`config.mk`:
```
export PLATFORM = sky130hd
export DESIGN_NAME = ctrl_pipeline_flat
export DESIGN_NICKNAME = d
export VERILOG_FILES = /design/src/rtl/ctrl_pipeline_pkg.sv /design/src/rtl/ctrl_pipeline_if.sv /design/src/rtl/ctrl_pipeline_hazard.sv /design/src/rtl/ctrl_pipeline.sv /design/src/flat_wrapper.sv
export SDC_FILE = /design/constraint.sdc
export NUM_CORES = 1
export LEC_CHECK = 0
export CAP_MARGIN = 15
export CORE_MARGIN = 8
export CORE_UTILIZATION = 40
export DETAILED_ROUTE_END_ITERATION = 10
export PLACE_DENSITY = 0.81
export SLEW_MARGIN = 20
export SYNTH_ARGS = -nofsm -noshare
export SYNTH_HDL_FRONTEND = slang
export SYNTH_SLANG_ARGS = --single-unit
export TNS_END_PERCENT = 20
```
`constraint.sdc`:
```
create_clock -name clk -period 2.6 [get_ports clk]
set_input_delay 0.26 -clock clk [delete_from_list [all_inputs] [get_ports clk]]
set_output_delay 0.26 -clock clk [all_outputs]
set_load 0.03 [all_outputs]
```
`src/rtl/ctrl_pipeline_pkg.sv`:
```
// Control-word types shared by the pipeline control block and its hazard logic.
// E carries the full execute-stage control set; M and W keep only what those stages consume.
package mips_decls_p;

    localparam int REG_ADDR_W   = 5;
    localparam int ALU_CTRL_W   = 3;
    localparam int BUBBLE_CNT_W = 16;

    typedef struct packed {
        logic                  regwrite;
        logic                  memtoreg;
        logic                  memwrite;
        logic                  branch;
        logic                  alusrc;
        logic                  regdst;
        logic [ALU_CTRL_W-1:0] alucontrol;
    } ctrl_e_t;

    typedef struct packed {
        logic regwrite;
        logic memtoreg;
        logic memwrite;
    } ctrl_m_t;

    typedef struct packed {
        logic regwrite;
        logic memtoreg;
    } ctrl_w_t;

    // A bubble must carry no write enables and no branch, so all-zero is the safe encoding.
    localparam ctrl_e_t CTRL_BUBBLE = '0;

    localparam logic [BUBBLE_CNT_W-1:0] BUBBLE_CNT_MAX = '1;

    function automatic ctrl_m_t e_to_m(input ctrl_e_t e);
        ctrl_m_t m;
        m.regwrite = e.regwrite;
        m.memtoreg = e.memtoreg;
        m.memwrite = e.memwrite;
        return m;
    endfunction

    function automatic ctrl_w_t m_to_w(input ctrl_m_t m);
        ctrl_w_t w;
        w.regwrite = m.regwrite;
        w.memtoreg = m.memtoreg;
        return w;
    endfunction

    function automatic logic [BUBBLE_CNT_W-1:0] sat_inc(input logic [BUBBLE_CNT_W-1:0] v);
        return (v == BUBBLE_CNT_MAX) ? v : v + 1'b1;
    endfunction

endpackage

```
`src/rtl/ctrl_pipeline_if.sv`:
```
// Bundle of decode inputs, datapath feedback and per-stage control/hazard outputs.
// master drives the decode side and datapath feedback; slave is the pipeline control block.
interface ctrl_pipeline_if;
    import mips_decls_p::*;

    logic                    regwrite_d;
    logic                    memtoreg_d;
    logic                    memwrite_d;
    logic                    branch_d;
    logic                    alusrc_d;
    logic                    regdst_d;
    logic                    jump_d;
    logic [ALU_CTRL_W-1:0]   alucontrol_d;
    logic [REG_ADDR_W-1:0]   rs_d;
    logic [REG_ADDR_W-1:0]   rt_d;
    logic [REG_ADDR_W-1:0]   writereg_e;
    logic                    zero_e;

    logic                    regwrite_e;
    logic                    memtoreg_e;
    logic                    memwrite_e;
    logic                    branch_e;
    logic                    alusrc_e;
    logic                    regdst_e;
    logic [ALU_CTRL_W-1:0]   alucontrol_e;
    logic                    regwrite_m;
    logic                    memtoreg_m;
    logic                    memwrite_m;
    logic                    regwrite_w;
    logic                    memtoreg_w;
    logic                    pcsrc_e;
    logic                    stall_f;
    logic                    stall_d;
    logic                    flush_d;
    logic                    flush_e;
    logic [BUBBLE_CNT_W-1:0] bubble_cnt;

    modport master (
        output regwrite_d, memtoreg_d, memwrite_d, branch_d, alusrc_d, regdst_d, jump_d,
        output alucontrol_d, rs_d, rt_d, writereg_e, zero_e,
        input  regwrite_e, memtoreg_e, memwrite_e, branch_e, alusrc_e, regdst_e, alucontrol_e,
        input  regwrite_m, memtoreg_m, memwrite_m, regwrite_w, memtoreg_w,
        input  pcsrc_e, stall_f, stall_d, flush_d, flush_e, bubble_cnt
    );

    modport slave (
        input  regwrite_d, memtoreg_d, memwrite_d, branch_d, alusrc_d, regdst_d, jump_d,
        input  alucontrol_d, rs_d, rt_d, writereg_e, zero_e,
        output regwrite_e, memtoreg_e, memwrite_e, branch_e, alusrc_e, regdst_e, alucontrol_e,
        output regwrite_m, memtoreg_m, memwrite_m, regwrite_w, memtoreg_w,
        output pcsrc_e, stall_f, stall_d, flush_d, flush_e, bubble_cnt
    );

endinterface

```
`src/rtl/ctrl_pipeline_hazard.sv`:
```
// Combinational load-use and taken-branch hazard detection; zero latency.
// A taken branch wins over a load-use stall: the wrong-path decode slot is flushed, not held.
module hazard_unit
    import mips_decls_p::*;
(
    input  logic                  i_memtoreg_e,
    input  logic                  i_regwrite_e,
    input  logic                  i_branch_e,
    input  logic                  i_zero_e,
    input  logic                  i_jump_d,
    input  logic [REG_ADDR_W-1:0] i_writereg_e,
    input  logic [REG_ADDR_W-1:0] i_rs_d,
    input  logic [REG_ADDR_W-1:0] i_rt_d,
    output logic                  o_pcsrc_e,
    output logic                  o_stall_f,
    output logic                  o_stall_d,
    output logic                  o_flush_d,
    output logic                  o_flush_e
);

    logic w_src_match;
    logic w_lwstall;

    // Register 0 is hardwired, so a load targeting it never creates a real dependency.
    assign w_src_match = (i_writereg_e == i_rs_d) || (i_writereg_e == i_rt_d);
    assign w_lwstall   = i_memtoreg_e && i_regwrite_e
                      && (i_writereg_e != '0) && w_src_match;

    assign o_pcsrc_e = i_branch_e && i_zero_e;
    assign o_stall_f = w_lwstall && !o_pcsrc_e;
    assign o_stall_d = w_lwstall && !o_pcsrc_e;
    assign o_flush_e = w_lwstall || o_pcsrc_e;
    // A jump stuck behind a load-use stall stays in decode and redirects once the stall clears.
    assign o_flush_d = o_pcsrc_e || (i_jump_d && !w_lwstall);

endmodule

```
`src/rtl/ctrl_pipeline.sv`:
```
// Control-word pipeline D->E->M->W (1/2/3-cycle latency) with hazard-driven E-stage bubbles.
// No backpressure: M/W always advance; E loads a bubble whenever flush_e is raised.
module ctrl_pipeline
    import mips_decls_p::*;
(
    input  logic           clk,
    input  logic           reset,
    ctrl_pipeline_if.slave bus
);

    ctrl_e_t                 r_ctrl_e;
    ctrl_m_t                 r_ctrl_m;
    ctrl_w_t                 r_ctrl_w;
    logic [BUBBLE_CNT_W-1:0] r_bubble_cnt;

    ctrl_e_t w_ctrl_d;
    logic    w_pcsrc_e;
    logic    w_stall_f;
    logic    w_stall_d;
    logic    w_flush_d;
    logic    w_flush_e;

    assign w_ctrl_d.regwrite   = bus.regwrite_d;
    assign w_ctrl_d.memtoreg   = bus.memtoreg_d;
    assign w_ctrl_d.memwrite   = bus.memwrite_d;
    assign w_ctrl_d.branch     = bus.branch_d;
    assign w_ctrl_d.alusrc     = bus.alusrc_d;
    assign w_ctrl_d.regdst     = bus.regdst_d;
    assign w_ctrl_d.alucontrol = bus.alucontrol_d;

    hazard_unit u_hazard (
        .i_memtoreg_e (r_ctrl_e.memtoreg),
        .i_regwrite_e (r_ctrl_e.regwrite),
        .i_branch_e   (r_ctrl_e.branch),
        .i_zero_e     (bus.zero_e),
        .i_jump_d     (bus.jump_d),
        .i_writereg_e (bus.writereg_e),
        .i_rs_d       (bus.rs_d),
        .i_rt_d       (bus.rt_d),
        .o_pcsrc_e    (w_pcsrc_e),
        .o_stall_f    (w_stall_f),
        .o_stall_d    (w_stall_d),
        .o_flush_d    (w_flush_d),
        .o_flush_e    (w_flush_e)
    );

    always_ff @(posedge clk or negedge reset) begin
        if (!reset) begin
            r_ctrl_e     <= CTRL_BUBBLE;
            r_ctrl_m     <= '0;
            r_ctrl_w     <= '0;
            r_bubble_cnt <= '0;
        end else begin
            r_ctrl_e <= w_flush_e ? CTRL_BUBBLE : w_ctrl_d;
            r_ctrl_m <= e_to_m(r_ctrl_e);
            r_ctrl_w <= m_to_w(r_ctrl_m);
            if (w_flush_e) begin
                r_bubble_cnt <= sat_inc(r_bubble_cnt);
            end
        end
    end

    assign bus.regwrite_e   = r_ctrl_e.regwrite;
    assign bus.memtoreg_e   = r_ctrl_e.memtoreg;
    assign bus.memwrite_e   = r_ctrl_e.memwrite;
    assign bus.branch_e     = r_ctrl_e.branch;
    assign bus.alusrc_e     = r_ctrl_e.alusrc;
    assign bus.regdst_e     = r_ctrl_e.regdst;
    assign bus.alucontrol_e = r_ctrl_e.alucontrol;

    assign bus.regwrite_m   = r_ctrl_m.regwrite;
    assign bus.memtoreg_m   = r_ctrl_m.memtoreg;
    assign bus.memwrite_m   = r_ctrl_m.memwrite;

    assign bus.regwrite_w   = r_ctrl_w.regwrite;
    assign bus.memtoreg_w   = r_ctrl_w.memtoreg;

    assign bus.pcsrc_e      = w_pcsrc_e;
    assign bus.stall_f      = w_stall_f;
    assign bus.stall_d      = w_stall_d;
    assign bus.flush_d      = w_flush_d;
    assign bus.flush_e      = w_flush_e;
    assign bus.bubble_cnt   = r_bubble_cnt;

endmodule
```
`src/flat_wrapper.sv`:
```
// flat-port wrapper written by rule: the top's interface ports become plain ports
module ctrl_pipeline_flat import mips_decls_p::*;
  (clk, reset, bus_regwrite_d, bus_memtoreg_d, bus_memwrite_d, bus_branch_d, bus_alusrc_d, bus_regdst_d, bus_jump_d, bus_alucontrol_d, bus_rs_d, bus_rt_d, bus_writereg_e, bus_zero_e, bus_regwrite_e, bus_memtoreg_e, bus_memwrite_e, bus_branch_e, bus_alusrc_e, bus_regdst_e, bus_alucontrol_e, bus_regwrite_m, bus_memtoreg_m, bus_memwrite_m, bus_regwrite_w, bus_memtoreg_w, bus_pcsrc_e, bus_stall_f, bus_stall_d, bus_flush_d, bus_flush_e, bus_bubble_cnt);
  ctrl_pipeline_if bus_i ();
  input  logic clk;
  input  logic reset;
  input wire logic [$bits(bus_i.regwrite_d)-1:0] bus_regwrite_d;
  input wire logic [$bits(bus_i.memtoreg_d)-1:0] bus_memtoreg_d;
  input wire logic [$bits(bus_i.memwrite_d)-1:0] bus_memwrite_d;
  input wire logic [$bits(bus_i.branch_d)-1:0] bus_branch_d;
  input wire logic [$bits(bus_i.alusrc_d)-1:0] bus_alusrc_d;
  input wire logic [$bits(bus_i.regdst_d)-1:0] bus_regdst_d;
  input wire logic [$bits(bus_i.jump_d)-1:0] bus_jump_d;
  input wire logic [$bits(bus_i.alucontrol_d)-1:0] bus_alucontrol_d;
  input wire logic [$bits(bus_i.rs_d)-1:0] bus_rs_d;
  input wire logic [$bits(bus_i.rt_d)-1:0] bus_rt_d;
  input wire logic [$bits(bus_i.writereg_e)-1:0] bus_writereg_e;
  input wire logic [$bits(bus_i.zero_e)-1:0] bus_zero_e;
  output wire logic [$bits(bus_i.regwrite_e)-1:0] bus_regwrite_e;
  output wire logic [$bits(bus_i.memtoreg_e)-1:0] bus_memtoreg_e;
  output wire logic [$bits(bus_i.memwrite_e)-1:0] bus_memwrite_e;
  output wire logic [$bits(bus_i.branch_e)-1:0] bus_branch_e;
  output wire logic [$bits(bus_i.alusrc_e)-1:0] bus_alusrc_e;
  output wire logic [$bits(bus_i.regdst_e)-1:0] bus_regdst_e;
  output wire logic [$bits(bus_i.alucontrol_e)-1:0] bus_alucontrol_e;
  output wire logic [$bits(bus_i.regwrite_m)-1:0] bus_regwrite_m;
  output wire logic [$bits(bus_i.memtoreg_m)-1:0] bus_memtoreg_m;
  output wire logic [$bits(bus_i.memwrite_m)-1:0] bus_memwrite_m;
  output wire logic [$bits(bus_i.regwrite_w)-1:0] bus_regwrite_w;
  output wire logic [$bits(bus_i.memtoreg_w)-1:0] bus_memtoreg_w;
  output wire logic [$bits(bus_i.pcsrc_e)-1:0] bus_pcsrc_e;
  output wire logic [$bits(bus_i.stall_f)-1:0] bus_stall_f;
  output wire logic [$bits(bus_i.stall_d)-1:0] bus_stall_d;
  output wire logic [$bits(bus_i.flush_d)-1:0] bus_flush_d;
  output wire logic [$bits(bus_i.flush_e)-1:0] bus_flush_e;
  output wire logic [$bits(bus_i.bubble_cnt)-1:0] bus_bubble_cnt;
  assign bus_i.regwrite_d = bus_regwrite_d;
  assign bus_i.memtoreg_d = bus_memtoreg_d;
  assign bus_i.memwrite_d = bus_memwrite_d;
  assign bus_i.branch_d = bus_branch_d;
  assign bus_i.alusrc_d = bus_alusrc_d;
  assign bus_i.regdst_d = bus_regdst_d;
  assign bus_i.jump_d = bus_jump_d;
  assign bus_i.alucontrol_d = bus_alucontrol_d;
  assign bus_i.rs_d = bus_rs_d;
  assign bus_i.rt_d = bus_rt_d;
  assign bus_i.writereg_e = bus_writereg_e;
  assign bus_i.zero_e = bus_zero_e;
  assign bus_regwrite_e = bus_i.regwrite_e;
  assign bus_memtoreg_e = bus_i.memtoreg_e;
  assign bus_memwrite_e = bus_i.memwrite_e;
  assign bus_branch_e = bus_i.branch_e;
  assign bus_alusrc_e = bus_i.alusrc_e;
  assign bus_regdst_e = bus_i.regdst_e;
  assign bus_alucontrol_e = bus_i.alucontrol_e;
  assign bus_regwrite_m = bus_i.regwrite_m;
  assign bus_memtoreg_m = bus_i.memtoreg_m;
  assign bus_memwrite_m = bus_i.memwrite_m;
  assign bus_regwrite_w = bus_i.regwrite_w;
  assign bus_memtoreg_w = bus_i.memtoreg_w;
  assign bus_pcsrc_e = bus_i.pcsrc_e;
  assign bus_stall_f = bus_i.stall_f;
  assign bus_stall_d = bus_i.stall_d;
  assign bus_flush_d = bus_i.flush_d;
  assign bus_flush_e = bus_i.flush_e;
  assign bus_bubble_cnt = bus_i.bubble_cnt;
  ctrl_pipeline u_core (.clk(clk), .reset(reset), .bus(bus_i));
endmodule
```
; Word level (Yosys, flattened, before mapping)
; Cells that the tools add are included.
[totals]
out_inout_bits = 35
reg_bits = 30
[op_classes]
n_reduce_logical = 13
eq_ne = 3
add_sub_neg = 1
n_mux = 1
bitwise_logic = 1
[op_table]
columns = op, n
row1 = "adder 16 x 1 -> 16 bit, second input constant", 1
row2 = "== test 16 bit, second input constant", 1
row3 = == test 5 bit, 2
row4 = two-way mux 9 bit, 1
row5 = logical AND 1 bit, 6
row6 = nonzero test 5 bit, 1
row7 = logical OR 1 bit, 3
row8 = zero test 1 bit, 2
row9 = AND reduction 2 bit, 1
row10 = NOT 1 bit, 1

; Depth between registers and ports, before layout
; Gate-level depths: netlist of run 1.
[depth]
word_depth = 6
mapped_depth = 8
mapped_depth_nobuf = 7

; Hierarchy
; A second synthesis of run 1 with hierarchy kept.
[hier_totals]
cells_unflattened = 124
hier_area_um2 = 1402.6
[by_module_without_submodules]
columns = module, instances, seq_area_each_um2, cells_each, area_per_inst_um2
row1 = ctrl_pipeline, 1, 750.7, 98, 1222.4
row2 = hazard_unit, 1, 0.0, 26, 180.2

; Worst setup path before layout of run 1
; No wires, ideal clock.
[synth_path]
path_kind = input port to output port
from = input bus_writereg_e[4]
to = output bus_stall_f
arrival_time_ps = 1676
n_path_buf = 2
path_slack_ps = 664
required_time_ps = 2340
cell_stages = 7
cell_sequence = xnor2_1 > nand3_1 > o22ai_1 > nand4_1 > clkbuf_1 > nor2_1 > buf_4
[synth_between]
elab_chain_cells = 4
word_cells_on_any_way = 7
classes_between = eq/ne: 2 / reduce/logical: 5
[synth_lines]
columns = element, line_no
row1 = from (decl), flat_wrapper.sv:17  ; input wire logic [$bits(bus_i.writereg_e)-1:0] bus_writereg_e;
row2 = == test 5 bit / nonzero test 5 bit (equally long branches), "ctrl_pipeline_hazard.sv:25, ctrl_pipeline_hazard.sv:27"
row3 = logical OR 1 bit / logical AND 1 bit (equally long branches), "ctrl_pipeline_hazard.sv:25, ctrl_pipeline_hazard.sv:27"
row4 = logical AND 1 bit *, ctrl_pipeline_hazard.sv:27  ; && (i_writereg_e != '0) && w_src_match;
row5 = logical AND 1 bit *, n/a
row6 = to (decl), flat_wrapper.sv:32  ; output wire logic [$bits(bus_i.stall_f)-1:0] bus_stall_f;
; Every way passes the cells marked *; elsewhere a longest branch is shown, timed or not.

; Worst setup path after layout of run 1
[layout_path]
from = input bus_writereg_e[0]
to = output bus_flush_d
[layout_between]
elab_chain_cells = 6
word_cells_on_any_way = 9
classes_between = eq/ne: 2 / reduce/logical: 7
[layout_lines]
columns = element, line_no
row1 = == test 5 bit / nonzero test 5 bit (equally long branches), "ctrl_pipeline_hazard.sv:25, ctrl_pipeline_hazard.sv:27"
row2 = logical OR 1 bit / logical AND 1 bit (equally long branches), "ctrl_pipeline_hazard.sv:25, ctrl_pipeline_hazard.sv:27"
row3 = logical AND 1 bit *, ctrl_pipeline_hazard.sv:27
row4 = zero test 1 bit *, ctrl_pipeline_hazard.sv:34  ; assign o_flush_d = o_pcsrc_e || (i_jump_d && !w_lwstall);
row5 = logical AND 1 bit *, ctrl_pipeline_hazard.sv:34
row6 = logical OR 1 bit *, ctrl_pipeline_hazard.sv:34
row7 = to (decl), flat_wrapper.sv:34  ; output wire logic [$bits(bus_i.flush_d)-1:0] bus_flush_d;
; Marks and branches as above.

==> flow_metrics.py, run 1 <==
metrics = {
    "sta": {
        "rsz0062_at_grt": "false",
        "min_period_over_period_pct": 93.8,
        "setup_violations": 0,
        "hold_violations": 0,
        "fin_tns_setup_ps": 0,
        "slew_violations": 0,
        "max_slew_margin_pct": 75.3,
        "fin_skew_ps": 6.72,
        "worst_slew_pin_slew_ps": 371,
        "period_needed_ps": 2440,
        "max_freq_ghz": 0.410,
    },
    "pwr": {
        "swShare_pct": 34.3,
        "seq_power_share_pct": 46.6,
        "clockPowerShare_pct": 20.2,
        "p_leak_nw": 0.899,
        "peakVddDrop_v": 0.000672,
        "internal_power_uw": 820,
        "combinationalPowerShare_pct": 33.3,
        "power_density_nw_per_um2": 594,
        "power_switching_uw": 427,
    },
    "placement": {
        "placed_area_um2": 2050,
        "port_buffers": 62,
        "globalplace.congestion": 0.783,
        "dp.final_hpwl_mm": 2.85,
    },
    "status": {
        "status": "finished clean",
    },
    "finish": {
        "antenna_cells": 0,
        "syn_to_final_growth_pct": 49.7,
        "drive_gt1_share_pct": 10.5,
        "fin_area_um2": 2100,
        "nets": 219,
    },
    "synth": {
        "synth_mux_area_share_pct": 1.61,
        "synth-edff-count": 0,
        "synthSimpleGateAreaFrac_pct": 24.0,
        "yosys_warnings": 0,
        "synth_cell_types": 29,
        "syn_area_per_cell_um2": 11.3,
        "synth_compound_area_share_pct": 3.30,
        "ys_ff_latch": 30,
        "syn-cell-area_um2": 1400,
        "synth_top_family_by_area": "simple AND/OR/NAND/NOR gates",
        "synth_xor_area_share_pct": 13.1,
        "ys.flop_type": "dfrtp_1",
        "ys_seq_area_share_pct": 53.6,
        "synthCells": 124,
        "ys_async_sr_fraction_pct": 100,
        "synth_nets": 153,
        "yosys.area_share.adder_pct": 0.893,
    },
    "clocking": {
        "cts_max_level": 2,
        "cts_root_buffer": "clkbuf_4",
        "clock_latency_ps": 320,
        "cts_tree": "yes",
        "cts_resized": 0,
        "clock_sinks": 30,
        "cts_max_path_buffers": 2,
        "path_clk_slew_ps": 90,
        "cts_made_buffers": 5,
        "hold_buffers": 0,
        "post_cts_buffers": 0,
    },
    "worst_setup_path": {
        "worstPathMaxFanout": 3,
        "endpoint_kind": "output port",
        "worstPathRequired_ps": 2340,
        "worstSetupStartpointType": "primary input",
        "critPathArrivalTime_ps": 2180,
        "path_class": "in -> out",
    },
    "die": {
        "io-pin-count": 63,
        "dieArea_um2": 5650,
        "die-width_um": 75.2,
        "die_height_um": 75.2,
        "core.rowCount": 21,
        "start_util_pct": 41.7,
        "core_region_area_um2": 3360,
    },
    "grt": {
        "first_global_vias": 1273,
        "antenna_found_initial": 0,
        "grt.overflow.total": 0,
        "grt_max_degree": 31,
        "grt_usage_pct": 14.0,
        "grt_pass1_wl_mm": 6.02,
    },
    "route": {
        "routed_wl_mm": 3.65,
        "num_vias": 1183,
        "dr.first_iter.drc_count": 99,
        "drc": 0,
        "wire_per_inst_um": 15.5,
        "antenna_left": 0,
        "first_pass_iters": 4,
        "viasPerCell": 5.01,
    },
    "min_path": {
        "min_path_type": "in -> async",
    },
    "job": {
        "cap_violations": 0,
    },
}
-- registers in the layout, indices dropped and copies added (netlist names) --
signal,cells
u_core.bus.bubble_cnt,16
u_core.bus.alucontrol_e,3
u_core.bus.alusrc_e,1
u_core.bus.branch_e,1
u_core.bus.memtoreg_e,1
u_core.bus.memtoreg_m,1
u_core.bus.memtoreg_w,1
u_core.bus.memwrite_e,1
u_core.bus.memwrite_m,1
u_core.bus.regdst_e,1
u_core.bus.regwrite_e,1
u_core.bus.regwrite_m,1
u_core.bus.regwrite_w,1
-- area by class of cell --
| cell class | count | area, µm² |
|---|---|---|
| fillers | 296 | 1260 |
| flip-flops and latches | 30 | 751 |
| repair buffers | 65 | 636 |
| multi-input cells | 86 | 602 |
| well taps | 46 | 57.6 |
| clock buffers | 7 | 45.0 |
| inverters | 2 | 7.51 |
-- layer usage --
layer | vias to the layer above | part of all wire (%) | global-route usage (%) | wire [µm]
li1 | 560 | - | - | -
met3 | 5 | 8.9 | 6.52 | 324
met2 | 34 | 52 | 23.8 | 1910
met5 | - | 0 | 0 | 0
met1 | 584 | 38 | 14.6 | 1380
met4 | 0 | 1.1 | 5.12 | 41
-- kinds of logic (layout without fill, tap and decap cells) --
| kind of cell | count (synthesis) | after routing |
|---|---|---|
| XOR/XNOR | 21 | 21 |
| flip-flops | 30 | 30 |
| adder cells (fa/ha/maj) | 1 | 1 |
| buffers and inverters | 8 | 74 |
| AND/OR/NAND/NOR | 55 | 55 |
| multiplexers | 2 | 2 |
| AO/OA/AOI/OAI | 7 | 7 |
-- worst max-delay path, stage by stage --
cell,delay (ps)
clkdlybuf4s50_1,470
xnor2_1,220
nand3_1,100
o22ai_1,210
nand4_1,160
nand2_1,100
nand2_1,50
clkdlybuf4s50_1,600
-- power groups by stage --
stage | Combinational, mW | Clock, mW | Sequential (mW)
2_1_floorplan | 0.108 | 0 | 0.693
3_3_place_gp | 0.412 | 0 | 0.586
3_5_place_dp | 0.419 | 0 | 0.589
4_1_cts | 0.422 | 0.259 | 0.580
5_1_grt | 0.446 | 0.280 | 0.590
6_report | 0.415 | 0.251 | 0.580
-- path summary, 6_finish.rpt --
kind | to | cells past startpoint | from | slack (ps)
max in group asynchronous | u_core.bus.bubble_cnt[12] | 2 | reset | 2010
min in group clk | u_core.bus.regwrite_w | 0 | u_core.bus.regwrite_m | 380
worst min register to register | u_core.bus.regwrite_w | 0 | u_core.bus.regwrite_m | 380
worst max register to register | u_core.bus.bubble_cnt[1] | 6 | u_core.bus.bubble_cnt[0] | 620
worst max-delay path | bus_flush_d | 8 | bus_writereg_e[0] | 160
worst min-delay path | u_core.bus.bubble_cnt[5] | 2 | reset | 310
-- cell usage after synthesis, drive strengths merged (2+ instances only) --
cell type	count	area share, %
buf	4	2.4
inv	2	0.54
mux2	2	1.6
nor2	6	1.6
nand4	8	4.6
nand2	11	2.9
clkbuf	2	0.54
and3	12	5.5
xnor2	21	13
nor3	2	0.71
nand3	8	2.9
dfrtp	30	54
and4	3	2.1
a21oi	3	1.1
-- per-stage QoR --
stage	std cells	power (mW)	setup WS [ps]	hold slack, ps	util, %
global placement	229	0.998	239	359	61.0
detailed placement	229	1.01	172	366	61.0
CTS	236	1.26	154	318	62.4
global route	236	1.32	32.8	349	62.4
floorplan	124	0.801	664	-35.6	-
finish	236	1.25	160	311	62.4
-- cells in the final DEF (no fill, tap or decap) --
| cell | netlist | routed |
|---|---|---|
| a21oi_1 | 3 | 3 |
| a31oi_1 | 1 | 1 |
| a41o_1 | 1 | 1 |
| a41oi_1 | 1 | 1 |
| and2_1 | 1 | 1 |
| and3_1 | 10 | 10 |
| and3_2 | 2 | 2 |
| and4_1 | 1 | 1 |
| and4_2 | 1 | 1 |
| and4_4 | 1 | 1 |
| buf_4 | 3 | 6 |
| clkbuf_1 | 2 | 2 |
| clkbuf_4 | 0 | 5 |
| clkdlybuf4s50_1 | 0 | 59 |
| dfrtp_1 | 30 | 30 |
| ha_1 | 1 | 1 |
| inv_1 | 2 | 2 |
| mux2_2 | 2 | 2 |
| nand2_1 | 11 | 11 |
| nand2b_2 | 1 | 1 |
| nand3_1 | 8 | 8 |
| nand3b_1 | 1 | 1 |
| nand4_1 | 7 | 7 |
| nand4_4 | 1 | 1 |
| nor2_1 | 6 | 6 |
| nor2b_1 | 1 | 1 |
| nor3_1 | 2 | 2 |
| nor4_4 | 1 | 1 |
| o22ai_1 | 1 | 1 |
| xnor2_1 | 21 | 21 |
No activity file was read; power rests on OpenSTA's default activity.
==> inputs of run 2 (changes only) <==
ABC_AREA = 1   (was unset)
GPL_ROUTABILITY_DRIVEN = 0   (was unset)
HOLD_SLACK_MARGIN = 0.02   (was unset)
PLACE_DENSITY = 0.77   (was 0.81)
==> flow_metrics.py, run 2 <==
metrics = {
    "sta": {
        "max_slew_margin_pct": 74.4,
        "slew_violations": 0,
        "fin_tns_setup_ps": 0,
        "fin_skew_ps": 4.00,
        "hold_violations": 0,
        "timing.final.ws_setup_ps": 227,
        "max_freq_ghz": 0.421,
        "min_period_over_period_pct": 91.3,
        "period_needed_ps": 2370,
        "setup_violations": 0,
        "rsz0062_at_grt": "false",
        "worst_slew_pin_slew_ps": 383,
    },
    "die": {
        "start_util_pct": 41.9,
        "io-pin-count": 63,
        "core_region_area_um2": 4030,
        "core.rowCount": 23,
        "die-width_um": 81.0,
        "die_height_um": 81.0,
        "dieArea_um2": 6550,
    },
    "grt": {
        "grt_max_degree": 31,
        "antenna_found_initial": 0,
        "grt_pass1_wl_mm": 6.96,
        "grt_usage_pct": 13.5,
        "first_global_vias": 1489,
        "grt.overflow.total": 0,
    },
    "worst_setup_path": {
        "r2r_slack_ps": 920,
        "worstPathMaxFanout": 4,
        "worstReg2RegEnd": "u_core.bus.bubble_cnt[4]",
        "r2r_start": "u_core.bus.bubble_cnt[1]",
        "endpoint_kind": "output port",
        "critPathArrivalTime_ps": 2110,
        "worstSetupStartpointType": "primary input",
        "ff2ff_path_depth": 9,
        "path_class": "in -> out",
        "worstPathRequired_ps": 2340,
        "setup.worst_path.start": "bus_writereg_e[1]",
        "endpoint": "bus_stall_d",
    },
    "finish": {
        "final_cell_mix": "nand2_1, clkdlybuf4s50_1, inv_1, dfrtp_1, nand3_1",
        "mostFrequentLayoutCell": "nand2_1",
        "drive_gt1_share_pct": 8.68,
        "largest_reg_flops": 16,
        "num-fill-cells": 360,
        "syn_to_final_growth_pct": 44.8,
        "antenna_cells": 0,
        "nets": 316,
    },
    "synth": {
        "synth_nets": 250,
        "synth-edff-count": 0,
        "ys.flop_type": "dfrtp_1",
        "netlist_top_cells_area": "dfrtp_1, nand2_1, nand3_1, inv_1, nor2_1",
        "netlist_top_cells_count": "nand2_1, dfrtp_1, inv_1, nand3_1, nor2_1",
        "synth_top_area_share_pct": 44.5,
        "synth_mux_area_share_pct": 0,
        "synth.most_common_cell": "nand2_1",
        "synth_compound_area_share_pct": 0.297,
        "synthCells": 221,
        "yosys_warnings": 0,
        "synth_cell_types": 21,
        "synthSimpleGateAreaFrac_pct": 36.6,
        "yosys.area_share.adder_pct": 0.741,
        "ys_ff_latch": 30,
        "ys_seq_area_share_pct": 44.5,
        "synth_top_family_by_area": "simple AND/OR/NAND/NOR gates",
        "syn-cell-area_um2": 1690,
        "synth_xor_area_share_pct": 6.75,
        "ys_async_sr_fraction_pct": 100,
        "syn_area_per_cell_um2": 7.64,
        "yosys.area.top_type": "dfrtp_1",
    },
    "clocking": {
        "clock_sinks": 30,
        "hold_buffers": 0,
        "cts_made_buffers": 5,
        "cts_root_buffer": "clkbuf_8",
        "path_clk_slew_ps": 70,
        "cts_resized": 0,
        "cts_max_level": 2,
        "post_cts_buffers": 0,
        "clock_latency_ps": 280,
        "cts_tree": "yes",
        "cts_max_path_buffers": 2,
    },
    "route": {
        "wire_per_inst_um": 12.2,
        "dr.first_iter.drc_count": 85,
        "first_pass_iters": 6,
        "viasPerCell": 4.61,
        "drc": 0,
        "num_vias": 1559,
        "routed_wl_mm": 4.14,
        "antenna_left": 0,
    },
    "placement": {
        "dp.final_hpwl_mm": 3.20,
        "port_buffers": 62,
        "dp_slack_ps": 210,
    },
    "job": {
        "cap_violations": 0,
    },
    "pwr": {
        "power_density_nw_per_um2": 576,
        "peakVddDrop_v": 0.000325,
        "p_leak_nw": 1.25,
    },
    "min_path": {
        "min_path_type": "in -> async",
    },
    "status": {
        "status": "finished clean",
    },
}
==> run 2: cell type report <==
cell class	instances	area, µm²	share of cell area [%]
sequential	30	751	30.7
multi-input combinational	151	749	30.7
timing repair buffer	65	641	26.2
inverter	34	128	5.22
clock buffer	5	68.8	2.81
tap	50	62.6	2.56
clock inverter	3	45.0	1.84
==> run 2: how the worst min path moves through the flow <==
stage / cells past startpoint / endpoint / startpoint / slack (ps)
after floorplan: 0 / u_core.bus.alucontrol_e[0] / reset / -40
after global placement: 0 / u_core.bus.memtoreg_w / u_core.bus.memtoreg_m / 360
after detailed placement: 0 / u_core.bus.memtoreg_w / u_core.bus.memtoreg_m / 370
after CTS: 2 / u_core.bus.bubble_cnt[15] / reset / 370
after global routing: 0 / u_core.bus.memtoreg_w / u_core.bus.memtoreg_m / 380
final: 2 / u_core.bus.bubble_cnt[8] / reset / 370
==> run 2: through the flow <==
step | hold slack [ps] | area (µm²) | utilization [%] | power, mW | std cells
after floorplan | -35.6 | 1690 | - | 0.772 | 221
after global placement | 362 | 2330 | 57.9 | 0.945 | 330
after detailed placement | 366 | 2330 | 57.9 | 0.950 | 330
after CTS | 372 | 2440 | 60.7 | 1.43 | 338
after global routing | 384 | 2440 | 60.7 | 1.49 | 338
final | 368 | 2440 | 60.7 | 1.41 | 338
==> run 2: cells by family after synthesis <==
| kind of cell | Yosys count |
|---|---|
| flip-flops | 30 |
| adder cells (fa/ha/maj) | 1 |
| AND/OR/NAND/NOR | 136 |
| XOR/XNOR | 13 |
| buffers and inverters | 40 |
| AO/OA/AOI/OAI | 1 |
==> run 2: layer usage <==
layer / share of wire, % / vias to the layer above / track usage [%]
li1: - / 802 / -
met4: 1.4 / 0 / 5.36
met5: 0 / - / 0
met1: 41 / 707 / 16.2
met3: 6.1 / 6 / 3.75
met2: 51 / 44 / 22.4
==> run 2: report_power, final <==
group | internal, mW | switching, mW
clock network | 0.285 | 0.183
registers | 0.512 | 0.0496
logic | 0.165 | 0.213
==> run 2: critical path, cell delays in order <==
cell	delay, ps
clkdlybuf4s50_1	540
inv_2	50
nand2_1	50
nand2_1	50
nor2_1	110
nand3_1	70
nand2_1	60
nand2_1	80
nor2_1	140
clkdlybuf4s50_1	690
